$ cat src/rtl/pipeline_hazard_controller.sv
// Pipeline hazard sequencer: load-use bubbles, branch flushes, data-memory freezes
// with timeout, and saturating stall/flush event counters for performance debug.
module pipeline_hazard_controller #(
    parameter int REG_ADDR_W   = 5,
    parameter int FLUSH_CYCLES = 2,
    parameter int MEM_TIMEOUT  = 15,
    parameter int CNT_W        = 32
) (
    input  logic                  iClk,
    input  logic                  iRst,
    input  logic                  iDecodeValid,
    input  logic                  iDecodeUsesRs1,
    input  logic                  iDecodeUsesRs2,
    input  logic [REG_ADDR_W-1:0] iDecodeRs1,
    input  logic [REG_ADDR_W-1:0] iDecodeRs2,
    input  logic                  iExLoad,
    input  logic [REG_ADDR_W-1:0] iExRd,
    input  logic                  iBranchTaken,
    input  logic                  iMemReq,
    input  logic                  iMemAck,
    output logic                  oStallFetch,
    output logic                  oStallDecode,
    output logic                  oStallExecute,
    output logic                  oStallMem,
    output logic                  oBubbleExecute,
    output logic                  oFlushFetch,
    output logic                  oFlushDecode,
    output logic                  oMemError,
    output logic [CNT_W-1:0]      oStallCount,
    output logic [CNT_W-1:0]      oFlushCount
);

    localparam int FC_W = $clog2(FLUSH_CYCLES + 1);
    localparam int WC_W = $clog2(MEM_TIMEOUT + 1);
    localparam logic [FC_W-1:0] FC_RELOAD = FC_W'(FLUSH_CYCLES - 1);
    localparam logic [FC_W-1:0] FC_ONE    = FC_W'(1);
    localparam logic [WC_W-1:0] WC_LAST   = WC_W'(MEM_TIMEOUT - 1);

    typedef enum logic [1:0] {
        ST_RUN      = 2'd0,
        ST_FLUSH    = 2'd1,
        ST_MEM_WAIT = 2'd2
    } state_t;

    state_t           state_q, state_d;
    state_t           ret_q, ret_d;
    logic [FC_W-1:0]  flush_cnt_q, flush_cnt_d;
    logic [WC_W-1:0]  wait_cnt_q, wait_cnt_d;
    logic             mem_err_q, mem_err_d;
    logic [CNT_W-1:0] stall_evt_q, stall_evt_d;
    logic [CNT_W-1:0] flush_evt_q, flush_evt_d;

    logic             hazard;
    logic             stall_all;
    logic             stall_front;
    logic             bubble;
    logic             flush;
    logic             redirect;

    function automatic logic [CNT_W-1:0] sat_inc(input logic [CNT_W-1:0] v);
        return (&v) ? v : v + CNT_W'(1);
    endfunction

    assign hazard = iDecodeValid & iExLoad & (iExRd != '0) &
                    ((iDecodeUsesRs1 & (iDecodeRs1 == iExRd)) |
                     (iDecodeUsesRs2 & (iDecodeRs2 == iExRd)));

    always_comb begin
        state_d     = state_q;
        ret_d       = ret_q;
        flush_cnt_d = flush_cnt_q;
        wait_cnt_d  = wait_cnt_q;
        mem_err_d   = mem_err_q;
        stall_all   = 1'b0;
        stall_front = 1'b0;
        bubble      = 1'b0;
        flush       = 1'b0;
        redirect    = 1'b0;

        case (state_q)
            ST_RUN: begin
                if (iMemReq & ~iMemAck) begin
                    stall_all  = 1'b1;
                    state_d    = ST_MEM_WAIT;
                    ret_d      = ST_RUN;
                    wait_cnt_d = '0;
                end else if (iBranchTaken) begin
                    flush    = 1'b1;
                    redirect = 1'b1;
                    if (FLUSH_CYCLES > 1) begin
                        state_d     = ST_FLUSH;
                        flush_cnt_d = FC_RELOAD;
                    end
                end else if (hazard) begin
                    stall_front = 1'b1;
                    bubble      = 1'b1;
                end
            end

            // Only bubbles are in flight here, so branches and load-use are ignored.
            ST_FLUSH: begin
                if (iMemReq & ~iMemAck) begin
                    stall_all  = 1'b1;
                    state_d    = ST_MEM_WAIT;
                    ret_d      = ST_FLUSH;
                    wait_cnt_d = '0;
                end else begin
                    flush = 1'b1;
                    if (flush_cnt_q == FC_ONE) begin
                        state_d     = ST_RUN;
                        flush_cnt_d = '0;
                    end else begin
                        flush_cnt_d = flush_cnt_q - FC_ONE;
                    end
                end
            end

            // The ack or timeout cycle releases the pipe without any flush or bubble.
            ST_MEM_WAIT: begin
                if (iMemAck) begin
                    state_d    = ret_q;
                    wait_cnt_d = '0;
                end else if (wait_cnt_q == WC_LAST) begin
                    mem_err_d  = 1'b1;
                    state_d    = ret_q;
                    wait_cnt_d = '0;
                end else begin
                    stall_all  = 1'b1;
                    wait_cnt_d = wait_cnt_q + WC_W'(1);
                end
            end

            default: begin
                state_d     = ST_RUN;
                flush_cnt_d = '0;
                wait_cnt_d  = '0;
            end
        endcase

        stall_evt_d = (stall_all | stall_front) ? sat_inc(stall_evt_q) : stall_evt_q;
        flush_evt_d = redirect ? sat_inc(flush_evt_q) : flush_evt_q;
    end

    always_ff @(posedge iClk) begin
        if (iRst) begin
            state_q     <= ST_RUN;
            ret_q       <= ST_RUN;
            flush_cnt_q <= '0;
            wait_cnt_q  <= '0;
            mem_err_q   <= 1'b0;
            stall_evt_q <= '0;
            flush_evt_q <= '0;
        end else begin
            state_q     <= state_d;
            ret_q       <= ret_d;
            flush_cnt_q <= flush_cnt_d;
            wait_cnt_q  <= wait_cnt_d;
            mem_err_q   <= mem_err_d;
            stall_evt_q <= stall_evt_d;
            flush_evt_q <= flush_evt_d;
        end
    end

    // Reset forces every output low in the same cycle, regardless of inputs.
    assign oStallFetch    = ~iRst & (stall_all | stall_front);
    assign oStallDecode   = ~iRst & (stall_all | stall_front);
    assign oStallExecute  = ~iRst & stall_all;
    assign oStallMem      = ~iRst & stall_all;
    assign oBubbleExecute = ~iRst & bubble;
    assign oFlushFetch    = ~iRst & flush;
    assign oFlushDecode   = ~iRst & flush;
    assign oMemError      = ~iRst & mem_err_q;
    assign oStallCount    = iRst ? '0 : stall_evt_q;
    assign oFlushCount    = iRst ? '0 : flush_evt_q;

endmodule
$ cat config.mk
export PLATFORM = sky130hd
export DESIGN_NAME = pipeline_hazard_controller
export DESIGN_NICKNAME = d
export VERILOG_FILES = /design/src/rtl/pipeline_hazard_controller.sv
export SDC_FILE = /design/constraint.sdc
export NUM_CORES = 1
export LEC_CHECK = 0
export ABC_AREA = 1
export CAP_MARGIN = 20
export CELL_PAD_IN_SITES_DETAIL_PLACEMENT = 1
export CELL_PAD_IN_SITES_GLOBAL_PLACEMENT = 2
export CORE_MARGIN = 5
export CORE_UTILIZATION = 30
export CTS_BUF_LIST = sky130_fd_sc_hd__clkbuf_2
export CTS_CLUSTER_DIAMETER = 80
export DETAILED_ROUTE_END_ITERATION = 12
export PLACE_DENSITY = 0.95
export SETUP_SLACK_MARGIN = 0.1
export SYNTH_ARGS = -nofsm -noshare
export SYNTH_HDL_FRONTEND = slang
export SYNTH_SLANG_ARGS = --single-unit
$ cat constraint.sdc
create_clock -name iClk -period 3.5 [get_ports iClk]
set_input_delay 0.7 -clock iClk [delete_from_list [all_inputs] [get_ports iClk]]
set_output_delay 0.7 -clock iClk [all_outputs]
set_load 0.02 [all_outputs]
### Word-level counts from Yosys, hierarchy flattened

Index checks and enable logic that the tools add are counted.

| cells by class | value |
|---|---|
| reductions and logical operators | 12 |
| order comparisons | 0 |
| $add $sub $neg | 4 |
| divide/modulo/power cells | 0 |
| multipliers | 0 |
| shifts and indexed selects | 0 |
| bitwise gates (word level) | 18 |
| equal/unequal tests | 15 |
| mux-type cells | 33 |

Operator list:

| cell | number |
|---|---|
| adder 32 x 1 -> 32 bit, second input constant | 2 |
| 2-to-1 mux 32 bit | 2 |
| AND reduction 32 bit | 2 |
| 2-to-1 mux 2 bit | 11 |
| 2-to-1 mux 4 bit | 3 |
| case mux 2 bit (3 select lines) | 2 |
| bitwise AND 1 bit | 11 |
| 2-to-1 mux 1 bit | 11 |
| == test 5 bit | 2 |
| inequality test 2 bit, second input constant | 5 |
| inequality test 3 bit, second input constant | 3 |
| AND reduction 3 bit | 3 |
| case mux 4 bit (2 select lines) | 1 |
| NOT 1 bit | 5 |
| nonzero test 5 bit | 1 |
| adder 4 x 1 -> 4 bit, second input constant | 1 |
| == test 2 x 1 -> 1 bit, second input constant | 2 |
| == test 4 bit, second input constant | 1 |
| case mux 1 bit (2 select lines) | 2 |
| case mux 2 bit (2 select lines) | 1 |
| AND reduction 2 bit | 2 |
| AND reduction 4 bit | 1 |
| == test 2 bit, second input constant | 1 |
| logical NOT 2 bit | 1 |
| other kinds (5) | 6 |

| storage, ports and cells | value |
|---|---|
| bits of input ports | 24 |
| word-level logic and storage cells | 89 |
| bits in latches | 0 |
| register bits | 75 |
| memory bits (writable) | 0 |
| ROM bits | 0 |
| memories | 0 |
| output and inout port bits | 72 |

### Logic depth before layout (Yosys ltp)

| logic depth | value |
|---|---|
| depth in word-level cells | 10 |
| depth in mapped cells | 15 |
| depth with buffers taken out | 14 |

### Worst setup path before layout

Ideal clock, no wire load.

| timing | value |
|---|---|
| kind | input-to-output |
| from | in iMemReq |
| to | out oFlushFetch |
| required time | 2.800 ns |
| slack | 0.904 ns |
| buffers on the path | 1 |
| cell stages on the path | 6 |
| data arrival time | 1.896 ns |
| path through | inv_1 -> nor2_1 -> nor2_1 -> inv_1 -> nor3_1 -> buf_4 |

| on the way | value |
|---|---|
| cells in the longest elaborated chain, start to end | 4 |
| elaborated cells on any way between the ends | 5 |
| classes of those cells | 3 x mux; 2 x bitwise |

Ends and longest elaborated chain:

| what | line | text |
|---|---|---|
| from (decl) | 19 | `input logic iMemReq,` |
| bitwise AND 1 bit (*) | 82, 102 |  |
| 2-to-1 mux 1 bit, on equally long branches | 102, 82 |  |
| case mux 1 bit (2 select lines) (*) | 80 | `case (state_q)` |
| bitwise AND 1 bit (*) | n/a |  |
| to (decl) | 26 | `output logic oFlushFetch,` |

Mark *: on every way between the ends. The rest lies on a longest branch, timed or not.

### Final worst setup path

| timing | value |
|---|---|
| from | in iMemAck |
| to | out oFlushFetch |

| on the way | value |
|---|---|
| cells in the longest elaborated chain, start to end | 5 |
| elaborated cells on any way between the ends | 6 |
| classes of those cells | 3 x mux; 3 x bitwise |

Ends and longest elaborated chain:

| what | line | text |
|---|---|---|
| from (decl) | 20 | `input logic iMemAck,` |
| NOT 1 bit (no source line) (*) | n/a |  |
| bitwise AND 1 bit (*) | 82, 102 |  |
| 2-to-1 mux 1 bit, on equally long branches | 102, 82 |  |
| case mux 1 bit (2 select lines) (*) | 80 |  |
| bitwise AND 1 bit (*) | 170 | `assign oFlushFetch = ~iRst & flush;` |

Marked as above.

==> results.md <==
- Share of post-route cells with drive strength above 1: 5.501%
- Full die area: 20,160 µm²
- CTS root buf: clkbuf_2
- RSZ-0062 raised after global routing: false
- CP startpoint kind: input pin
- Hold WC Path Type: input pin to flip-flop
- DR vias/cell: 4.670
- TNS Setup: 0 ns
- Leak pwr: 2.491 nW
- Synth top area share: 28.35%
- Flops & latches, synth: 74
- Num rows: 48
- Period utilization: 91.25%
- Required time worst endpoint: 2.80 ns
- Synthesized Nets: 957
- Die width: 142.0 µm
- Post-synth top flop: dfxtp_1
- CP Class: input pin to primary output
- Post-synthesis cell type count: 26
- Crit path max fanout: 5
- CP Capture Type: primary output
- Post-synth EDFFs: 0
- DRT iter0 DRCs: 215
- Detailed Place HPWL: 13.35 mm
- Initial antenna violation count: 1
- Slew HR: 64.73%
- Total design power: 1.567 mW
- Final-report hold violation count: 0
- CTS tree: done
- Num CTS Buffers: 9
- Final setup viols: 0
- Synth area leaders: dfxtp_1, nand2_1, nor2_1, inv_1, nand3_1
- Combinational share of power: 13.0%
- Layout fillers: 2,380
- Final #Nets: 1,042
- Ports: 96
- Fraction of registers with async set/reset: 0%
- Worst R2R Setup Slack: 1.10 ns
- Status: finished clean
- Max stage delay on crit path: 0.68 ns
- Floorplan Core Area: 17,180 µm²
- Buf/Inv on CP: 3
- Slowest CP cell: clkdlybuf4s50_1
- Synthesis-to-finish area growth: 24.18%
- Clock tree buffer depth: 2
- Clock transition at path regs: 0.22 ns
- Clock latency on the worst-skew pair: 0.57 ns
- Hold buffers post-CTS: 0
- Cell Chain, Critical Path: clkdlybuf4s50_1, nor2_2, nor2_2, inv_1, nor3_1, clkdlybuf4s50_1
- Peak Freq: 313.1 MHz
- Global route overflow: 0
- Largest net degree at the start of global routing: 35
- Final ANT Viol Nets: 0
- Placer Congestion: 0.8414
- Post-Synthesis Cells: 928
- Avg WL per Cell: 13.67 µm
- Max IR drop VDD: 0.0001773 V
- Syn Area/Cell: 5.632 µm²
- Clk pwr share: 31.7%
- Internal: 1.097 mW
- Die height: 142.0 µm
- Final wirelength: 17.01 mm
- H-Tree Depth: 3
- Vias in the first global route: 5,835
- Slew @ Worst Pin: 0.5250 ns
- Sequential share of power: 55.2%
- Slew Viols, Final: 0
- Top-count cell post-synth: nand2_1
- Initial Utilization: 30.43%
- DRT Pass-1 Iters: 5
- Net Sw Frac: 29.99%
- Sequential fraction of the synthesis area: 28.35%
- Via count: 5,810
- PwrDens: 241.4 nW/µm²
- Largest area contributor in the netlist: dfxtp_1
- Net switching power: 469.9 µW
- Clock skew: 0.02884 ns
- First-pass GRT wire length: 28.55 mm
- Mapped Area: 5226 µm²
- CP delay by family, top: buffers and inverters
- Number of max-cap violations: 0
- Total of warnings raised by yosys: 0
- DRC Markers: 0
- Top cells by count, synth: nand2_1, nor2_1, inv_1, nand3_1, dfxtp_1
- Port bufs: 95
- Crit path DAT: 2.49 ns
- CTS sink count: 74
- Total GRT Usage: 17.29%
- Tmin final: 3.194 ns
## timing repair
action / CTS / global route
buffers inserted: 0 / 0
gates resized for setup: 0 / 7
setup endpoints to repair: 0 / 7
## per-stage QoR
step	cell area (µm²)	hold WS [ns]	worst slack, ns	utilization (%)	std cells
5_1_grt	6490	0.4377	0.09087	37.78	1244
3_5_place_dp	6369	0.4637	0.1434	37.08	1227
3_3_place_gp	6369	0.4572	0.1942	37.08	1227
4_1_cts	6471	0.4203	0.1326	37.67	1243
6_report	6490	0.4717	0.3064	37.78	1244
2_1_floorplan	5226	0.4365	0.9040	-	928
## area by class of cell
cell class	instances	area (µm²)	area share, %
Timing Repair Buffer	107	1044	16.08
Clock buffer	12	60.06	0.9254
Sequential cell	74	1483	22.85
Antenna cell	1	2.502	0.03856
Tap cell	225	281.5	4.338
Inverter	123	461.7	7.114
Multi-Input combinational cell	698	3115	48.00
Clock inverter	4	42.54	0.6555
## flip-flops by register name, summed over array words and instances, names as in the netlist
signal,cells
ret_q,1
mem_err_q,1
stall_evt_q,32
state_q,2
flush_cnt_q,2
flush_evt_q,32
wait_cnt_q,4
## placed cells by master (no fill, tap or decap)
| master | instances |
|---|---|
| a211oi_1 | 2 |
| a21oi_1 | 56 |
| a311oi_1 | 1 |
| and3_1 | 1 |
| buf_4 | 13 |
| bufinv_16 | 1 |
| clkbuf_2 | 12 |
| clkdlybuf4s50_1 | 92 |
| clkinv_1 | 2 |
| clkinv_2 | 1 |
| dfxtp_1 | 73 |
| dfxtp_2 | 1 |
| diode_2 | 1 |
| dlymetal6s2s_1 | 2 |
| ha_1 | 5 |
| inv_1 | 115 |
| inv_2 | 8 |
| nand2_1 | 299 |
| nand2_2 | 5 |
| nand2_4 | 1 |
| nand3_1 | 75 |
| nand4_1 | 5 |
| nand4_4 | 1 |
| nor2_1 | 178 |
| nor2_2 | 7 |
| nor2_4 | 3 |
| nor3_1 | 17 |
| nor3_2 | 3 |
| o21ai_0 | 14 |
| xor2_1 | 25 |
## worst paths after layout
path / cells past startpoint / from / end
min reg2reg: 2 / flush_cnt_q[1] / flush_cnt_q[1]
max: 6 / iMemAck / oFlushFetch
min: 2 / iRst / flush_evt_q[13]
max reg2reg: 10 / stall_evt_q[0] / stall_evt_q[15]
## metal layers
layer / track usage (%) / routed length (µm) / vias to the layer above / share of wire [%]
met5: 0 / 0 / - / 0
met4: 5.859 / 354 / 0 / 2.1
met3: 2.083 / 363 / 25 / 2.1
met2: 30.29 / 8220 / 71 / 48
met1: 21.97 / 8071 / 2699 / 47
li1: - / - / 3015 / -
## logic make-up (layout without fill, tap and decap cells)
family | Yosys count | after routing | synth area share, %
compound gates | 73 | 73 | 7.158
buf+inv | 156 | 246 | 12.23
other cells | 0 | 1 | 0
flops | 74 | 74 | 28.35
simple gates | 595 | 595 | 46.88
fa+ha+maj | 5 | 5 | 1.197
xor+xnor | 25 | 25 | 4.190
## power by group through the flow
stage	combinational, mW	sequential [mW]	clock, mW
floorplan	0.136	0.879	0
global placement	0.205	0.882	0
detailed placement	0.208	0.882	0
CTS	0.208	0.866	0.527
global route	0.230	0.869	0.556
finish	0.204	0.866	0.497
Note: power is estimated with default switching activity, not from simulation.
==> RTL change 1 (same settings) <==
Put a register stage on the output `oFlushCount`. The value now appears one clock later. The other outputs are not delayed to match.
--- a/src/rtl/pipeline_hazard_controller.sv
+++ b/src/rtl/pipeline_hazard_controller.sv
@@ -173,3 +173,5 @@
     assign oStallCount    = iRst ? '0 : stall_evt_q;
-    assign oFlushCount    = iRst ? '0 : flush_evt_q;
+    always_ff @(posedge iClk) begin
+        oFlushCount <= iRst ? '0 : flush_evt_q;
+    end
 
Formal check against the unedited RTL: not equivalent (a bounded check fails within 4 cycles, from zero or initial values and one cycle with iRst high).
==> RTL change 1 against the original RTL <==
- cell area increased by 12%
- wire length increased by 4.9%
- sequential share of layout area increased by 6.3 points
- cell count increased by 4.8%
- sequential cell count increased by 32
- total power increased by 29%
- setup slack improved by 48 ps
- utilization decreased by 0.64 points
- area after synthesis increased by 15%
- critical path type unchanged
- largest cell class unchanged
==> RTL change 1: results (changes against the original RTL) <==
[synth]
synth.area.top_cells = dfxtp_1, nand2_1, nor2_1, inv_1, nand3_1  ; unchanged
ys.flop_type = dfxtp_1  ; unchanged
netlist_instances = 952  ; was 928
synthTopCellsByCount = nand2_1, nor2_1, dfxtp_1, inv_1, nand3_1  ; was nand2_1, nor2_1, inv_1, nand3_1, dfxtp_1
synth_fp_nets = 981  ; was 957
seq_area_frac_synth_pct = 35.3  ; was 28.3%
ys_types = 31  ; was 26

[cells_and_area]
reg.largest.list = flush_evt_q (32), oFlushCount (32), stall_evt_q (32)  ; was flush_evt_q (32), stall_evt_q (32), wait_cnt_q (4)
drive_above_1_share_pct = 8.76  ; was 5.50%
n_antenna_cell = 0  ; was 1
nFillCells = 2625  ; was 2380
layout.nets = 1063  ; was 1042

[sta]
fin_skew_ps = 29.5  ; was 28.8 ps
worstMarginPinSlew_ps = 638  ; was 525 ps

[power]
p_leak_nw = 2.68  ; was 2.49 nW
ir_worst_vdd_v = 0.000147  ; was 0.000177 V

[clock_network]
clk-insertion-delay-late_ps = 630  ; was 570 ps
path_clk_slew_ps = 310  ; was 220 ps

[grt]
antenna_found_initial = 0  ; was 1
use_met1_pct = 19.7  ; was 22.0%
track_usage_pct = 16.1  ; was 17.3%
grt_util_met3_pct = 2.77  ; was 2.08%
gr-usage-met2_pct = 29.3  ; was 30.3%
grt_pass1_wl_um = 29700  ; was 28500 um
grt_max_degree = 58  ; was 35
grt_pass1_vias = 6007  ; was 5835

[routing]
drt_iter0_drc = 230  ; was 215
vias = 5944  ; was 5810
wl_per_cell_um = 13.7  ; about the same
wl_met2_um = 8920  ; was 8220 um
dr.max_layer_used = met4  ; unchanged
drtPass1Iterations = 4  ; was 5
wl_met3_um = 443  ; was 363 um
routed_wl_um = 17800  ; was 17000 um
wirelength_met1_um = 8200  ; was 8070 um

[critical_path]
max_stage_delay_ps = 650  ; was 680 ps
crit_fanout = 8  ; was 5
timing.rr.start = stall_evt_q[0]  ; unchanged
cp_data_arrival_time_ps = 2450  ; was 2490 ps

[placed_design]
place_hpwl_um = 13700  ; was 13400 um
dp_cells = 1288  ; was 1227
gp_congestion = 0.857  ; was 0.841

[outcome]
status = completed  ; unchanged

[min_path]
hp-start = mem_err_q  ; was iRst
holdCritPathClass = flop to flop  ; was primary input to flop

RTL change 1: power by group:
| part | internal, mW | switching (mW) |
|---|---|---|
| sequential | 1.23 | 0.0108 |
| clock | 0.116 | 0.457 |
| combinational | 0.0714 | 0.142 |
| total | 1.41 | 0.609 |
RTL change 1: repair_timing:
action | in CTS | in global routing
resized for setup | 2 | 4
buffers inserted | 0 | 0
endpoints found under the setup margin | 2 | 3
RTL change 1: cell families (layout without fill, tap and decap cells):
kind of cell	count (synthesis)	count (layout)	share of synthesized area (%)
xor+xnor	26	26	3.79
fa+ha+maj	5	5	1.04
buf+inv	142	229	9.92
flops	106	106	35.3
compound gates	71	71	7.60
simple gates	602	602	42.3
RTL change 1: metrics by stage:
| step | setup WS, ps | instance area [sq um] | power, mW |
|---|---|---|---|
| 6_report | 354 | 7280 | 2.02 |
| 5_1_grt | 156 | 7280 | 2.13 |
| 4_1_cts | 117 | 7270 | 2.06 |
| 3_5_place_dp | 116 | 7160 | 1.47 |
| 3_3_place_gp | 169 | 7160 | 1.47 |
| 2_1_floorplan | 842 | 6010 | 1.40 |
RTL change 1: worst paths after layout:
check | endpoint | slack, ps | cells past startpoint
worst max-delay path | oFlushFetch | 350 | 7
worst min-delay path | mem_err_q | 480 | 2
worst max register to register | stall_evt_q[9] | 1330 | 9
worst min register to register | mem_err_q | 480 | 2
RTL change 1: cell type report:
| class | count | area share [%] |
|---|---|---|
| Tap cell | 265 | 4.56 |
| Sequential cell | 106 | 29.2 |
| Clock inverter | 6 | 0.791 |
| Timing Repair Buffer | 103 | 13.9 |
| Inverter | 110 | 5.67 |
| Clock buffer | 10 | 0.688 |
| Multi-Input combinational cell | 704 | 45.2 |
RTL change 1: critical path, delay by kind of cell:
family,cells,cell delay [ps]
buffers and inverters,4,1360
and+or+nand+nor,3,390
==> RTL change 2 (same flow settings) <==
Made on the original files. The parameter `FLUSH_CYCLES` goes from 2 to 4.
--- a/src/rtl/pipeline_hazard_controller.sv
+++ b/src/rtl/pipeline_hazard_controller.sv
@@ -4,3 +4,3 @@
     parameter int REG_ADDR_W   = 5,
-    parameter int FLUSH_CYCLES = 2,
+    parameter int FLUSH_CYCLES = 4,
     parameter int MEM_TIMEOUT  = 15,
Behaviour: not the same (a bounded check fails within 4 cycles, from zero or initial values and one cycle with iRst high).
==> RTL change 2 against the original RTL <==
- sequential power grew 2%
- utilization increased by 0.081 points
- clock power is 32% higher
- sequential share of layout area grew 0.32 points
- clock skew grew 3.3 ps
- cell area fell by 0.13%
- wire length decreased by 0.19%
- first-iteration DRC count up 19%
- maximum frequency fell by 1.3%
- area after synthesis down 0.86%
- setup slack lost 42 ps
- total power is 12% higher
- sequential cell count rose by 1
- largest cell class unchanged
==> RTL change 2: results (changes against the original RTL) <==
[outcome]
status = completed  ; unchanged

[synth]
ys_warn_count = 0  ; unchanged
seq_area_frac_synth_pct = 29.0  ; was 28.3%
synth_compound_area_share_pct = 7.70  ; was 7.16%
synthArstFlopShare_pct = 0  ; unchanged
synth_fa_ha_area_share_pct = 1.45  ; was 1.20%
ys.flop_type = dfxtp_1  ; unchanged
synth_fp_nets = 933  ; was 957
ys_types = 30  ; was 26
synthMuxAreaShare_pct = 0  ; unchanged
synth.area.top_cells = dfxtp_1, nand2_1, nor2_1, inv_1, nand3_1  ; unchanged
synth_xor_area_share_pct = 5.07  ; was 4.19%
synthTopCellsByCount = nand2_1, nor2_1, inv_1, dfxtp_1, nand3_1  ; was nand2_1, nor2_1, inv_1, nand3_1, dfxtp_1

[placed_design]
gp_congestion = 0.811  ; was 0.841
io_buffer_count = 95  ; unchanged
place_hpwl_um = 13000  ; was 13400 um

[sta]
worstMarginPinSlew_ps = 640  ; was 525 ps
fin_skew_ps = 32.1  ; was 28.8 ps

[critical_path]
timing.rr.start = stall_evt_q[0]  ; unchanged
cp_data_arrival_time_ps = 2540  ; was 2490 ps
crit_fanout = 4  ; was 5
critPathLaunch = iMemAck  ; unchanged

[clock_network]
path_clk_slew_ps = 220  ; about the same
clockBufferDepth = 2  ; unchanged
numCtsBuffers = 9  ; unchanged
clockRootBuffer = clkbuf_2  ; unchanged
post_cts.repair.setup_buffers = 0  ; unchanged
cts-resized-gates = 0  ; unchanged
htreeDepth = 3  ; unchanged
clk-insertion-delay-late_ps = 580

[grt]
grt_pass1_vias = 5807  ; was 5835
antenna_found_initial = 1  ; unchanged
grt_max_degree = 47  ; was 35
grt_pass1_wl_um = 28400  ; was 28500 um
track_usage_pct = 17.3  ; about the same

[routing]
drtPass1Iterations = 5  ; unchanged
routed_via_density = 4.67  ; about the same
drt_iter0_drc = 255  ; was 215
routed_wl_um = 17000  ; about the same

[cells_and_area]
drive_above_1_share_pct = 4.96  ; was 5.50%
reg.largest.list = flush_evt_q (32), stall_evt_q (32), wait_cnt_q (4)  ; unchanged
layout.nets = 1014  ; was 1042
nFillCells = 2348  ; was 2380

[power]
ir_worst_vdd_v = 0.000130  ; was 0.000177 V
intPower_mw = 1.25  ; was 1.10 mW
p_leak_nw = 2.36  ; was 2.49 nW

[min_path]
hp-start = mem_err_q  ; was iRst
holdCritPathClass = flop to flop  ; was primary input to flop

RTL change 2: cell count changes after synthesis, sizes merged, moves of 2 or more:
cell | unedited run | this run
inv | 123 | 106
nand4 | 6 | 11
nor3 | 20 | 25
nor2 | 188 | 191
buf | 16 | 19
clkbuf | 17 | 14
a21oi | 56 | 58
xor2 | 25 | 29
nand2 | 305 | 282
nor3b | 0 | 2
nand3 | 75 | 62
RTL change 2: layer usage:
metal	routed length (um)	global-route usage (%)	vias up
met3	339	2.16	18
met4	259	5.10	0
met2	8580	32.0	65
met5	0	0	-
met1	7800	20.8	2615
li1	-	-	2967
RTL change 2: power groups by stage:
stage	sequential [mW]	combinational (mW)	clock (mW)
floorplan	0.895	0.141	0
global placement	0.899	0.213	0
detailed placement	0.899	0.215	0
CTS	0.883	0.216	0.676
global route	0.886	0.237	0.707
finish	0.883	0.212	0.654
RTL change 2: cells by family (layout without fill, tap and decap cells):
logic type      count (synthesis)  after routing
fa+ha+maj                       6              6
simple gates                  576            576
xor+xnor                       30             30
buf+inv                       139            224
compound gates                 77             77
flops                          75             75
other cells                     0              1
RTL change 2: final cells by class:
cell class	count	area share, %
multi-input combinational	689	48.1
clock buffer	10	0.772
tap	225	4.34
antenna	1	0.0386
inverter	106	6.14
timing repair buffer	103	15.8
sequential	75	23.2
clock inverter	5	1.58
RTL change 2: per-stage QoR:
step | util [%] | instances | instance area, sq um | setup WS (ps)
after detailed placement | 36.9 | 1198 | 6320 | 154
after global placement | 36.9 | 1198 | 6320 | 181
final | 37.9 | 1214 | 6480 | 265
after floorplan | - | 903 | 5180 | 846
after CTS | 37.8 | 1213 | 6470 | 143
after global routing | 37.9 | 1214 | 6480 | 120
RTL change 2: worst paths after layout:
path | endpoint | slack, ps | depth (start not counted)
worst max register to register | stall_evt_q[14] | 1140 | 9
worst min-delay path | mem_err_q | 480 | 2
worst min register to register | mem_err_q | 480 | 2
worst max-delay path | oBubbleExecute | 260 | 10
RTL change 2: worst max-delay path, stage by stage:
cell and delay, ps:
clkdlybuf4s50_1 450, inv_1 60, nand2_1 90, inv_1 70
nor2_2 150, nand2_1 100, nor2_1 110, nand2_1 100
nor2_1 100, clkdlybuf4s50_1 610
